**src/rtl/timer_pkg.sv**
```systemverilog
// ============================================================================
// timer_pkg : access-size encodings, register offsets and lane helpers shared
//             by the timer peripheral core and its counter.
// Revision  : 1.0
// ============================================================================
`default_nettype none

package timer_pkg;

    typedef enum logic [1:0] {
        SZ_BYTE    = 2'b00,
        SZ_HALF    = 2'b01,
        SZ_WORD    = 2'b10,
        SZ_ILLEGAL = 2'b11
    } access_size_e;

    localparam logic [4:0] OFF_MTIME_LO = 5'h00;
    localparam logic [4:0] OFF_MTIME_HI = 5'h04;
    localparam logic [4:0] OFF_CMP_LO   = 5'h08;
    localparam logic [4:0] OFF_CMP_HI   = 5'h0C;
    localparam logic [4:0] OFF_CTRL     = 5'h10;
    localparam logic [4:0] OFF_STATUS   = 5'h14;
    localparam logic [4:0] WINDOW_LAST  = 5'h17;

    function automatic logic [4:0] lane_shift(logic [1:0] lane);
        return {lane, 3'b000};
    endfunction

    function automatic logic [3:0] lane_be(access_size_e sz, logic [1:0] lane);
        logic [3:0] be;
        case (sz)
            SZ_BYTE: be = 4'b0001;
            SZ_HALF: be = 4'b0011;
            SZ_WORD: be = 4'b1111;
            default: be = 4'b0000;
        endcase
        return be << lane;
    endfunction

    function automatic logic [31:0] lane_align(logic [31:0] data, logic [1:0] lane);
        return data << lane_shift(lane);
    endfunction

    function automatic logic [31:0] lane_extract(logic [31:0] word, access_size_e sz,
                                                 logic [1:0] lane, logic zext);
        logic [31:0] v;
        v = word >> lane_shift(lane);
        case (sz)
            SZ_BYTE: v = zext ? {24'h0, v[7:0]}  : {{24{v[7]}}, v[7:0]};
            SZ_HALF: v = zext ? {16'h0, v[15:0]} : {{16{v[15]}}, v[15:0]};
            default: ;
        endcase
        return v;
    endfunction

    function automatic logic [31:0] be_merge(logic [31:0] old, logic [31:0] data,
                                             logic [3:0] be);
        logic [31:0] res;
        res = old;
        for (int i = 0; i < 4; i++) begin
            if (be[i]) res[8*i +: 8] = data[8*i +: 8];
        end
        return res;
    endfunction

endpackage

`default_nettype wire

```
**src/rtl/timer_counter.sv**
```systemverilog
// ============================================================================
// timer_counter : prescaler plus 64-bit MTIME with byte-lane write port.
// Revision      : 1.0
// ============================================================================
`default_nettype none

module timer_counter
    import timer_pkg::*;
#(
    parameter int PRESCALE_W = 8
) (
    input  logic                  clk,
    input  logic                  reset_n,
    input  logic                  tick_en_i,
    input  logic [PRESCALE_W-1:0] div_i,
    input  logic                  presc_clr_i,
    input  logic [7:0]            wr_be_i,
    input  logic [63:0]           wr_data_i,
    output logic [63:0]           mtime_o
);

    logic [PRESCALE_W-1:0] presc_q, presc_d;
    logic [63:0]           mtime_q, mtime_d;
    logic                  w_tick;

    always_comb begin
        w_tick  = tick_en_i && (presc_q == div_i);
        presc_d = presc_q;
        if (tick_en_i) presc_d = w_tick ? '0 : presc_q + PRESCALE_W'(1);
        if (presc_clr_i) presc_d = '0;

        // A store wins over a coincident tick so no carry leaks into the other half.
        if (|wr_be_i) begin
            mtime_d = {be_merge(mtime_q[63:32], wr_data_i[63:32], wr_be_i[7:4]),
                       be_merge(mtime_q[31:0],  wr_data_i[31:0],  wr_be_i[3:0])};
        end else if (w_tick) begin
            mtime_d = mtime_q + 64'd1;
        end else begin
            mtime_d = mtime_q;
        end
    end

    always_ff @(posedge clk or negedge reset_n) begin
        if (!reset_n) begin
            presc_q <= '0;
            mtime_q <= '0;
        end else begin
            presc_q <= presc_d;
            mtime_q <= mtime_d;
        end
    end

    assign mtime_o = mtime_q;

endmodule

`default_nettype wire

```
**src/rtl/timer_peripheral.sv**
```systemverilog
// ============================================================================
// timer_peripheral : memory-mapped MTIME/MTIMECMP timer with level interrupt.
// Revision         : 1.0
// ============================================================================
`default_nettype none

module timer_peripheral
    import timer_pkg::*;
#(
    parameter logic [31:0] BASE_ADDR  = 32'hF000_0000,
    parameter int          PRESCALE_W = 8
) (
    input  logic        clk,
    input  logic        reset_n,
    input  logic        enable_n,
    input  logic        is_write,
    input  logic        is_unsigned,
    input  logic [1:0]  op,
    input  logic [31:0] addr,
    input  logic [31:0] in,
    output logic [31:0] out,
    output logic        op_fault,
    output logic        addr_fault,
    output logic        access_fault_n,
    output logic        ext_int
);

    localparam logic [31:0] CTRL_MASK = {{(24 - PRESCALE_W){1'b0}}, {PRESCALE_W{1'b1}}, 8'h03};
    localparam logic [3:0]  DIV_LANES = {PRESCALE_W > 16, PRESCALE_W > 8, 1'b1, 1'b0};

    access_size_e w_size;
    logic         w_sel, w_in_win, w_access, w_wr, w_pend, w_presc_clr;
    logic [4:0]   w_reg;
    logic [3:0]   w_be;
    logic [7:0]   w_mt_be;
    logic [31:0]  w_wdata, w_rdata, w_ctrl_new;
    logic [63:0]  w_mtime;

    logic [63:0]  cmp_q, cmp_d;
    logic [31:0]  ctrl_q, ctrl_d;
    logic         ext_int_q, ext_int_d;

    assign w_size   = access_size_e'(op);
    assign w_sel    = !enable_n;
    assign w_reg    = {addr[4:2], 2'b00};
    assign w_in_win = (addr[31:5] == BASE_ADDR[31:5]) && (addr[4:0] <= WINDOW_LAST);

    assign op_fault       = w_sel && (w_size == SZ_ILLEGAL);
    assign addr_fault     = w_sel && (((w_size == SZ_HALF) && addr[0]) ||
                                      ((w_size == SZ_WORD) && (addr[1:0] != 2'b00)));
    assign access_fault_n = !(w_sel && !w_in_win);
    assign w_access       = w_sel && !op_fault && !addr_fault && access_fault_n;
    assign w_wr           = w_access && is_write;

    assign w_be       = lane_be(w_size, addr[1:0]);
    assign w_wdata    = lane_align(in, addr[1:0]);
    assign w_ctrl_new = be_merge(ctrl_q, w_wdata, w_be) & CTRL_MASK;
    assign w_pend     = (w_mtime >= cmp_q);

    always_comb begin
        w_rdata = '0;
        case (w_reg)
            OFF_MTIME_LO: w_rdata = w_mtime[31:0];
            OFF_MTIME_HI: w_rdata = w_mtime[63:32];
            OFF_CMP_LO:   w_rdata = cmp_q[31:0];
            OFF_CMP_HI:   w_rdata = cmp_q[63:32];
            OFF_CTRL:     w_rdata = ctrl_q;
            OFF_STATUS:   w_rdata = {31'h0, w_pend};
            default:      ;
        endcase
    end

    assign out = (w_access && !is_write) ? lane_extract(w_rdata, w_size, addr[1:0], is_unsigned)
                                         : '0;

    // STATUS falls through the default arm, so stores there are silently dropped.
    always_comb begin
        cmp_d       = cmp_q;
        ctrl_d      = ctrl_q;
        w_mt_be     = '0;
        w_presc_clr = 1'b0;
        if (w_wr) begin
            case (w_reg)
                OFF_MTIME_LO: w_mt_be = {4'b0000, w_be};
                OFF_MTIME_HI: w_mt_be = {w_be, 4'b0000};
                OFF_CMP_LO:   cmp_d[31:0]  = be_merge(cmp_q[31:0],  w_wdata, w_be);
                OFF_CMP_HI:   cmp_d[63:32] = be_merge(cmp_q[63:32], w_wdata, w_be);
                OFF_CTRL: begin
                    ctrl_d      = w_ctrl_new;
                    w_presc_clr = |(w_be & DIV_LANES);
                end
                default: ;
            endcase
        end
        ext_int_d = ctrl_q[1] && w_pend;
    end

    timer_counter #(
        .PRESCALE_W (PRESCALE_W)
    ) u_counter (
        .clk         (clk),
        .reset_n     (reset_n),
        .tick_en_i   (ctrl_q[0]),
        .div_i       (ctrl_q[8 +: PRESCALE_W]),
        .presc_clr_i (w_presc_clr),
        .wr_be_i     (w_mt_be),
        .wr_data_i   ({w_wdata, w_wdata}),
        .mtime_o     (w_mtime)
    );

    always_ff @(posedge clk or negedge reset_n) begin
        if (!reset_n) begin
            cmp_q     <= '1;
            ctrl_q    <= '0;
            ext_int_q <= 1'b0;
        end else begin
            cmp_q     <= cmp_d;
            ctrl_q    <= ctrl_d;
            ext_int_q <= ext_int_d;
        end
    end

    assign ext_int = ext_int_q;

endmodule

`default_nettype wire

```
**config.mk**
```make
export PLATFORM = sky130hd
export DESIGN_NAME = timer_peripheral
export DESIGN_NICKNAME = d
export VERILOG_FILES = /design/src/rtl/timer_pkg.sv /design/src/rtl/timer_counter.sv /design/src/rtl/timer_peripheral.sv
export SDC_FILE = /design/constraint.sdc
export NUM_CORES = 1
export LEC_CHECK = 0
export BUFFER_PORTS_ARGS = -buffer_cell sky130_fd_sc_hd__buf_2
export CORE_ASPECT_RATIO = 2
export CORE_MARGIN = 2
export CORE_UTILIZATION = 40
export CTS_CLUSTER_DIAMETER = 150
export DETAILED_ROUTE_END_ITERATION = 6
export SETUP_SLACK_MARGIN = 0.02
export SKIP_CTS_REPAIR_TIMING = 1
export SLEW_MARGIN = 20
export SYNTH_ARGS = -nofsm -noshare
export SYNTH_HDL_FRONTEND = slang
export SYNTH_SLANG_ARGS = --single-unit
```
**constraint.sdc**
```tcl
create_clock -name clk -period 3.7 [get_ports clk]
set_clock_uncertainty 0.05 [all_clocks]
set_input_delay 0.37 -clock clk [delete_from_list [all_inputs] [get_ports clk]]
set_output_delay 0.37 -clock clk [all_outputs]
set_load 0.02 [all_outputs]
```
==> flow_metrics.env, run 1 <==
export IMPL_grt_max_degree=89
export IMPL_drtIter0Drc=875
export IMPL_async_flop_share=1.00
export IMPL_cts_tree="built"
export IMPL_yosysWarnings=0
export IMPL_track_usage=0.318
export IMPL_via_per_inst=6.22
export IMPL_design_power_total_mw=3.78
export IMPL_place_detailed_hpwl_um=37100
export IMPL_powerDensity_nw_per_um2=282
export IMPL_overflow=0
export IMPL_min_period_ns=3.70
export IMPL_final_cell_mix="nand2_1, o21ai_0, a21oi_1"
export IMPL_leakage_nw=5.54
export IMPL_place_inst=1855
export IMPL_synth_xor_area_share=0.0100
export IMPL_die_h_um=242
export IMPL_synth_cells=1385
export IMPL_synth_edff_count=0
export IMPL_routedWlPerCell_um=25.0
export IMPL_rows=87
export IMPL_drc_errors=0
export IMPL_n_antenna_cell=0
export IMPL_layoutNonFillerInstCount=1889
export IMPL_worstSkewPairLatency_ns=0.46
export IMPL_syn_num_nets=1527
export IMPL_tightest_slew_ns=0.938
export IMPL_start_kind="register"
export IMPL_nets=1662
export IMPL_pin_count=107
export IMPL_fin_ws_ns=0.00265
export IMPL_cp_max_fo=7
export IMPL_synth_compound_area_frac=0.269
export IMPL_yosys_register_bits=147
export IMPL_grt_pass1_vias=11400
export IMPL_crit_required_ns=3.28
export IMPL_fillCellCount=2821
export IMPL_layout_commonest_cell="nand2_1"
export IMPL_seq_area_frac_synth=0.332
export IMPL_coreArea_um2=28100
export IMPL_clockBufferDepth=2
export IMPL_yosysTopAreaCellShare=0.183
export IMPL_yosysTopAreaCell="dfrtp_1"
export IMPL_synth_mux_area_frac=0.0672
export IMPL_cts_buffers=17
export IMPL_drtAntennaViolNets=0
export IMPL_tns_ns=0
export IMPL_clk_pin_slew_ns=0.06
export IMPL_pre_cts_ws_ns=-0.164
export IMPL_antenna_found_initial=0
export IMPL_synthAdderAreaFrac=0.0784
export IMPL_area_delta_synth_final_pct=18.4
export IMPL_arrival_ns=3.28
export IMPL_synth_area_leaders="dfrtp_1, dfstp_2, ha_1"
export IMPL_synth_area_um2=11300
export IMPL_synth_cell_types=76
export IMPL_vias=11800
export IMPL_drtPass1Iterations=7
export IMPL_grt_pass1_wl_um=68900
export IMPL_yosys_area_share_simple=0.186
export IMPL_die_area_um2=29800
export IMPL_ir_worst_vdd_uv=280
export IMPL_clock_fmax_mhz=270
export IMPL_crit_slowest_cell="dfrtp_1"
export IMPL_crit_type="reg -> out"
export IMPL_drive_above_1_share=0.249
export IMPL_wirelength_um=47200
export IMPL_fin_crit_sh=0.999
export IMPL_path_cells="ha_4, a21oi_2, o21ai_2, a221oi_4, o211ai_1, buf_4, or4_4, o21bai_4, a21oi_2, buf_4"
export IMPL_cts_root_buf="clkbuf_16"
export IMPL_endpoint_kind="output pin"
export IMPL_min_path_type="in -> reg"
export IMPL_io_buffers=106
export IMPL_status="complete, no violations"
export IMPL_finalSetupViolCount=0
export IMPL_start_util=0.403
export IMPL_place_area_um2=12600
export IMPL_die_w_um=123
export IMPL_slowest_delay_ns=0.58
export IMPL_hold_viol_final=0
export IMPL_cts_sinks=147
export IMPL_synthFlopType="dfrtp_1"
export IMPL_synth_top_family_by_area="compound AO/OA/AOI/OAI gates"
export IMPL_ff2ff_setup_slack_ns=0.70
export IMPL_final_cell_area_um2=13400
export IMPL_h_tree_depth=4
export IMPL_gp_congestion=1.01
export IMPL_relSlewSlack=0.370
export IMPL_slew_violations=0
export IMPL_cap_violations=0
export IMPL_syn_area_per_cell_um2=8.18
-- power by group --
part / total [mW] / switching, mW / internal (mW)
sequential: 1.61 / 0.00000000393 / 1.61
combinational: 0.403 / 0.276 / 0.127
clock: 1.77 / 0.778 / 0.989
total: 3.78 / 1.05 / 2.73
-- layout make-up --
type                            instances  area (um^2)  area share
Clock buffer                           20          467      0.0348
Multi-Input combinational cell       1079         7110       0.530
Sequential cell                       147         3760       0.280
Clock inverter                         12          118     0.00877
Inverter                               89          334      0.0249
Timing Repair Buffer                  186         1180      0.0880
Tap cell                              356          445      0.0332
-- stage by stage --
step            util  hold slack (ns)
2_1_floorplan      -           0.0244
3_3_place_gp   0.450            0.402
3_5_place_dp   0.450            0.414
4_1_cts        0.471          -0.0323
5_1_grt        0.478            0.195
6_report       0.478            0.197
-- per-layer routing --
metal	vias up	GRT usage	wire [um]
li1	5341	-	-
met1	5612	0.318	15300
met2	586	0.542	23800
met3	213	0.0485	2620
met4	0	0.297	5500
met5	-	0	0
-- flip-flops by register name, summed over array words and instances (netlist names) --
| register | flops |
|---|---|
| cmp_q | 64 |
| ext_int | 1 |
| u_counter.mtime_o | 64 |
| u_counter.presc_q | 8 |
| ctrl_q | 10 |
-- critical path, delay by kind of cell, from the launching register on --
family                     cells  cell delay (ns)
AOI/OAI and AO/OA              6             1.07
adders and majority gates      1             0.27
buffers and inverters          2             0.36
DFF                            1             0.58
and+or+nand+nor                1             0.54
-- worst paths after layout --
path / from / endpoint / cells past startpoint
setup reg to reg: u_counter.mtime_o[35]$_DFFE_PN0P_ / u_counter.mtime_o[60]$_DFFE_PN0P_ / 6
setup / recovery: u_counter.mtime_o[57]$_DFFE_PN0P_ / out[0] / 10
max in group asynchronous: reset_n / cmp_q[16]$_DFFE_PN1P_ / 3
hold / removal: in[5] / cmp_q[37]$_DFFE_PN1P_ / 3
min in group asynchronous: reset_n / ext_int$_DFF_PN0_ / 2
hold reg to reg: cmp_q[37]$_DFFE_PN1P_ / cmp_q[37]$_DFFE_PN1P_ / 2
-- kinds of logic after synthesis --
logic type,count (synthesis)
adders and majority gates,71
xor gates and xnor gates,13
muxes,60
and+or+nand+nor,437
AOI/OAI and AO/OA,498
buffers and inverters,159
DFF,147
-- synthesized netlist by cell type (30+ instances only) --
master      n
nand2_1   194
inv_1      87
clkbuf_1   45
mux2i_1    30
nor2_1     63
nand3_1    46
dfrtp_1    83
nand4_1    30
a21oi_1   159
dfstp_2    64
ha_1       71
o21ai_0   156
(Power assumes the default switching activity.)
==> inputs of run 2 (changes only) <==
- CAP_MARGIN: unset -> 20
- CORE_UTILIZATION: 40 -> 45
==> run 2 against run 1 <==
  * Worst setup slack improved by 0.018 ns
  * Power rose by 4.9%
  * Critical path depth did not move
  * Non-clock buffer count fell by 11
  * Die area fell by 11%
  * Register-to-register slack barely moved
  * Maximum frequency rose by 0.50%
  * Sequential cell count did not move
  * Global-route usage rose by 4.8 points
  * Routed wire length rose by 0.50%
  * First-iteration DRC count rose by 11%
  * Combinational power fell by 1%
  * Highest routed layer unchanged
==> flow_metrics.env, run 2 (synthesized netlist as in run 1, its figures left out) <==
export IMPL_clockPowerShare=0.493
export IMPL_tightest_slew_ns=0.885
export IMPL_min_to="cmp_q[37]$_DFFE_PN1P_"
export IMPL_use_met3=0.0628
export IMPL_coreArea_um2=24900
export IMPL_crit_required_ns=3.28
export IMPL_grtUsageMet2=0.622
export IMPL_area_delta_synth_final_pct=17.9
export IMPL_reg2reg_depth=8
export IMPL_clockBufferDepth=2
export IMPL_design_power_total_mw=3.97
export IMPL_seqPwrFrac=0.406
export IMPL_gp_congestion=1.00
export IMPL_grt_pass1_vias=11500
export IMPL_io_buffers=106
export IMPL_drtAntennaViolNets=0
export IMPL_path_cells="inv_1, ha_4, a21oi_2, o21ai_2, a221oi_4, o211ai_1, or4_4, o21bai_4, a21oi_2, buf_6"
export IMPL_place_detailed_hpwl_um=37500
export IMPL_cp_top_family="compound AO/OA/AOI/OAI gates"
export IMPL_routedWlPerCell_um=25.6
export IMPL_gr_usage_met1=0.388
export IMPL_p_int_mw=2.93
export IMPL_wirelength_um=47500
export IMPL_die_w_um=116
export IMPL_start_util=0.454
export IMPL_pin_count=107
export IMPL_cts_root_buf="clkbuf_16"
export IMPL_drive_above_1_share=0.242
export IMPL_drtIter0Drc=970
export IMPL_slew_violations=0
export IMPL_place_inst=1825
export IMPL_cts_buffers=17
export IMPL_die_h_um=228
export IMPL_cts_sinks=147
export IMPL_reg2reg_to="ext_int$_DFF_PN0_"
export IMPL_start_kind="register"
export IMPL_n_antenna_cell=0
export IMPL_overflow=0
export IMPL_leakage_nw=5.50
export IMPL_place_area_um2=12500
export IMPL_clk_pin_slew_ns=0.06
export IMPL_worstSkewPairLatency_ns=0.46
export IMPL_hold_viol_final=0
export IMPL_ff2ff_setup_slack_ns=0.70
export IMPL_fillCellCount=2394
export IMPL_r2r_start="cmp_q[41]$_DFFE_PN1P_"
export IMPL_crit_slowest_cell="or4_4"
export IMPL_cap_violations=0
export IMPL_h_tree_depth=4
export IMPL_p_sw_mw=1.03
export IMPL_switching_share=0.260
export IMPL_min_period_ns=3.68
export IMPL_slowest_delay_ns=0.59
export IMPL_layoutNonFillerInstCount=1858
export IMPL_ir_worst_vdd_uv=257
export IMPL_worstHoldStart="in[5]"
export IMPL_endpoint_kind="output pin"
export IMPL_final_cell_area_um2=13400
export IMPL_crit_top_cell="a21oi_2"
export IMPL_vias=11600
export IMPL_grt_pass1_wl_um=70900
export IMPL_crit_type="reg -> out"
export IMPL_via_per_inst=6.26
export IMPL_nets=1651
export IMPL_gr_max_usage_layer="met2"
export IMPL_crit_buf_inv=2
export IMPL_cp_max_fo=3
export IMPL_track_usage=0.366
export IMPL_grt_max_degree=63
export IMPL_min_path_type="in -> reg"
export IMPL_clock_fmax_mhz=272
export IMPL_final_cell_mix="nand2_1, o21ai_0, a21oi_1"
export IMPL_register_area_um2=3760
export IMPL_drc_errors=0
export IMPL_fin_crit_sh=0.994
export IMPL_drtPass1Iterations=6
export IMPL_arrival_ns=3.26
export IMPL_powerDensity_nw_per_um2=297
export IMPL_cts_tree="built"
export IMPL_rows=82
export IMPL_status="complete, no violations"
export IMPL_finalSetupViolCount=0
export IMPL_holdPathStages=3
export IMPL_die_area_um2=26500
export IMPL_power_frac_comb=0.101
export IMPL_multi_input_area_um2=7100
export IMPL_layout_commonest_cell="nand2_1"
export IMPL_rsz0062_at_grt="false"
export IMPL_antenna_found_initial=0
export IMPL_relSlewSlack=0.410
run 2: changes by cell type in the layout (fill, tap and decap cells not counted), moves of 2 or more:
cell        before  now
clkbuf_8         3    0
buf_4           77   65
clkinv_2         2    0
clkbuf_1         0    3
clkinvlp_4       1    3
inv_6            5    1
bufinv_16        1    5
run 2: metrics by stage:
step,util,setup WS [ns],hold slack (ns),TNS (ns)
floorplan,-,0.685,0.0244,0
global placement,0.503,0.0273,0.321,0
detailed placement,0.503,0.0120,0.317,0
CTS,0.529,-0.481,-0.165,-0.481
global route,0.536,0.00321,0.201,0
finish,0.536,0.0209,0.188,0
run 2: area by class of cell:
type | instances | area share
multi-input combinational | 1079 | 0.532
tap | 336 | 0.0315
clock inverter | 12 | 0.0155
timing repair buffer | 175 | 0.0824
sequential | 147 | 0.281
clock buffer | 20 | 0.0327
inverter | 89 | 0.0250
run 2: worst max path at each step:
| stage | depth (start not counted) | end | slack, ns | from |
|---|---|---|---|---|
| after floorplan | 7 | out[3] | 0.69 | addr[0] |
| after global placement | 10 | out[0] | 0.03 | cmp_q[57]$_DFFE_PN1P_ |
| after detailed placement | 10 | out[0] | 0.01 | cmp_q[61]$_DFFE_PN1P_ |
| after CTS | 10 | out[0] | -0.48 | cmp_q[57]$_DFFE_PN1P_ |
| after global routing | 9 | out[0] | 0.003 | cmp_q[62]$_DFFE_PN1P_ |
| final | 10 | out[0] | 0.02 | cmp_q[57]$_DFFE_PN1P_ |
run 2: power groups by stage:
stage | sequential (mW) | clock, mW | combinational (mW)
after floorplan | 1.64 | 0 | 0.170
after CTS | 1.61 | 1.98 | 0.388
after detailed placement | 1.64 | 0 | 0.387
final | 1.61 | 1.96 | 0.399
after global routing | 1.61 | 2.04 | 0.418
after global placement | 1.64 | 0 | 0.386
run 2: layer usage:
| layer | up-vias | part of all wire |
|---|---|---|
| met2 | 555 | 0.50 |
| met3 | 200 | 0.058 |
| met4 | 0 | 0.10 |
| met5 | - | 0 |
| li1 | 5327 | - |
| met1 | 5557 | 0.34 |
run 2: worst reg2reg max path, delay by kind of cell, from the launching register on:
kind / cells / cell delay, ns
and+or+nand+nor: 5 / 1.62
adders and majority gates: 1 / 0.30
buffers and inverters: 1 / 0.05
DFF: 1 / 0.54
AOI/OAI and AO/OA: 1 / 0.28
==> inputs of run 3 (changes only) <==
- ABC_AREA: unset -> 1
- CORE_ASPECT_RATIO: 2 -> 0.5
==> run 3 against run 2 <==
  * Sequential power about the same
  * Worst setup slack better by 0.22 ns
  * Register-to-register slack worse by 0.04 ns
  * Critical path type unchanged
  * Clock power shrank 15%
  * Via count rose by 21%
==> flow_metrics.env, run 3 <==
export IMPL_synthAdderAreaFrac=0.0696
export IMPL_min_path_type="in -> reg"
export IMPL_tns_ns=0
export IMPL_pre_cts_ws_ns=0.601
export IMPL_track_usage=0.362
export IMPL_area_delta_synth_final_pct=13.1
export IMPL_gr_usage_met1=0.544
export IMPL_start_kind="register"
export IMPL_final_cell_mix="nand2_1, inv_1, nand3_1"
export IMPL_yosysMostFrequentCell="nand2_1"
export IMPL_clock_fmax_mhz=289
export IMPL_crit_type="reg -> out"
export IMPL_synth_common_cells="nand2_1, inv_1, nand3_1"
export IMPL_yosysTopAreaCellShare=0.166
export IMPL_min_period_ns=3.46
export IMPL_gp_congestion=1.06
export IMPL_status="complete, no violations"
export IMPL_synth_edff_count=0
export IMPL_place_detailed_hpwl_um=43300
export IMPL_yosysTopAreaCell="nand2_1"
export IMPL_slew_violations=0
export IMPL_synth_cell_types=46
export IMPL_ff2ff_setup_slack_ns=0.66
export IMPL_drtPass1Iterations=6
export IMPL_rows=43
export IMPL_drive_above_1_share=0.150
export IMPL_die_h_um=123
export IMPL_seq_area_frac_synth=0.295
export IMPL_synthFlopType="dfrtp_1"
export IMPL_drtIter0Drc=1999
export IMPL_synth_area_um2=12800
export IMPL_ir_worst_vdd_uv=342
export IMPL_async_flop_share=1.00
export IMPL_rsz0062_at_grt="false"
export IMPL_drc_errors=0
export IMPL_yosysWarnings=0
export IMPL_io_buffers=106
export IMPL_gr_max_usage_layer="met1"
export IMPL_finalSetupViolCount=0
export IMPL_wirelength_um=53700
export IMPL_die_w_um=242
export IMPL_via_per_inst=5.76
export IMPL_place_inst=2423
export IMPL_relSlewSlack=0.354
export IMPL_syn_num_nets=2095
export IMPL_synth_cells=1953
export IMPL_worstSkewPairLatency_ns=0.45
export IMPL_fin_ws_ns=0.239
export IMPL_fin_crit_sh=0.935
export IMPL_synth_mux_area_frac=0.000785
export IMPL_synth_compound_area_frac=0.135
export IMPL_grt_max_degree=85
export IMPL_routedWlPerCell_um=21.9
export IMPL_drtAntennaViolNets=0
export IMPL_grt_pass1_vias=12600
export IMPL_layoutNonFillerInstCount=2457
export IMPL_endpoint_kind="output pin"
export IMPL_layout_commonest_cell="nand2_1"
export IMPL_powerDensity_nw_per_um2=254
export IMPL_hold_viol_final=0
export IMPL_cap_violations=0
export IMPL_coreArea_um2=27800
export IMPL_clk_pin_slew_ns=0.07
export IMPL_synth_xor_area_share=0.0474
export IMPL_cts_buffers=17
export IMPL_yosys_area_share_simple=0.359
export IMPL_start_util=0.459
export IMPL_h_tree_depth=4
export IMPL_grtUsageMet2=0.509
export IMPL_synth_top_family_by_area="simple AND/OR/NAND/NOR gates"
export IMPL_cts_root_buf="clkbuf_16"
export IMPL_leakage_nw=6.72
export IMPL_use_met3=0.0881
export IMPL_pin_count=107
export IMPL_synth_area_leaders="nand2_1, dfrtp_1, dfstp_2"
export IMPL_cts_tree="built"
export IMPL_clockBufferDepth=2
export IMPL_cts_sinks=147
export IMPL_yosys_register_bits=147
export IMPL_arrival_ns=3.04
export IMPL_die_area_um2=29800
export IMPL_cp_max_fo=2
export IMPL_overflow=0
export IMPL_tightest_slew_ns=0.958
export IMPL_nets=2203
export IMPL_crit_required_ns=3.28
export IMPL_vias=14100
export IMPL_syn_area_per_cell_um2=6.53
export IMPL_grt_pass1_wl_um=79600
export IMPL_antenna_found_initial=2
==> run 3: cell types whose count changed after synthesis, moves of 19 or more <==
| cell | before | now |
|---|---|---|
| a21oi_1 | 159 | 73 |
| buf_2 | 12 | 35 |
| inv_1 | 87 | 209 |
| mux2_2 | 19 | 0 |
| mux2i_1 | 30 | 1 |
| nand2_1 | 194 | 564 |
| nand3_1 | 46 | 198 |
| nor2_1 | 63 | 180 |
| nor3_1 | 20 | 43 |
| o211ai_1 | 5 | 25 |
| o21ai_0 | 156 | 114 |
| xor2_1 | 5 | 59 |
==> run 3: cell type report <==
class	count	area (um^2)
fill	2941	13300
multi-input combinational	1512	7830
inverter	223	840
clock buffer	25	507
clock inverter	7	50.0
tap	382	478
timing repair buffer	160	970
antenna	1	2.50
sequential	147	3760
==> run 3: worst paths after layout <==
path / cells after the start / startpoint / endpoint
min in group asynchronous: 2 / reset_n / u_counter.presc_q[6]$_DFFE_PN0P_
max in group asynchronous: 3 / reset_n / cmp_q[21]$_DFFE_PN1P_
worst max-delay path: 15 / cmp_q[15]$_DFFE_PN1P_ / out[0]
worst max register to register: 11 / u_counter.mtime_o[1]$_DFFE_PN0P_ / u_counter.mtime_o[60]$_DFFE_PN0P_
worst min-delay path: 5 / in[7] / cmp_q[7]$_DFFE_PN1P_
worst min register to register: 2 / cmp_q[4]$_DFFE_PN1P_ / cmp_q[4]$_DFFE_PN1P_
==> run 3: kinds of logic after synthesis <==
group	Yosys count
xor gates and xnor gates	69
and+or+nand+nor	1071
AOI/OAI and AO/OA	300
adders and majority gates	71
muxes	1
buffers and inverters	294
DFF	147
==> run 3: per-stage QoR <==
stage / hold slack [ns] / utilization / power, mW / area (um^2)
3_3_place_gp: 0.410 / 0.499 / 2.01 / 13900
2_1_floorplan: 0.0244 / - / 1.81 / 12800
6_report: 0.375 / 0.520 / 3.67 / 14400
5_1_grt: 0.368 / 0.520 / 3.77 / 14400
3_5_place_dp: 0.418 / 0.499 / 2.01 / 13900
4_1_cts: -0.0454 / 0.519 / 3.67 / 14400
==> run 3: layer usage <==
| metal | routed length, um | part of all wire | vias up |
|---|---|---|---|
| li1 | - | - | 6641 |
| met4 | 1360 | 0.025 | 2 |
| met3 | 6650 | 0.12 | 107 |
| met1 | 24900 | 0.46 | 6615 |
| met5 | 13 | 0.00024 | - |
| met2 | 20800 | 0.39 | 776 |
==> run 3: power breakdown <==
part	internal, mW	leakage [nW]	switching (mW)
clock	0.950	0.265	0.722
combinational	0.113	4.64	0.271
sequential	1.61	1.82	0.00000000140
total	2.67	6.72	0.993
==> run 3: critical path: stages, from the launching register on <==
cell     delay [ns]
dfstp_2        0.54
inv_1          0.07
ha_1           0.31
nand2_1        0.08
nor2_1         0.17
nand4_1        0.15
nor2_2         0.31
nand2_1        0.10
nand2_1        0.06
nor2_1         0.05
nand2_1        0.07
nand2_1        0.07
nand2_1        0.21
nand2_1        0.08
a21oi_1        0.14
buf_2          0.18
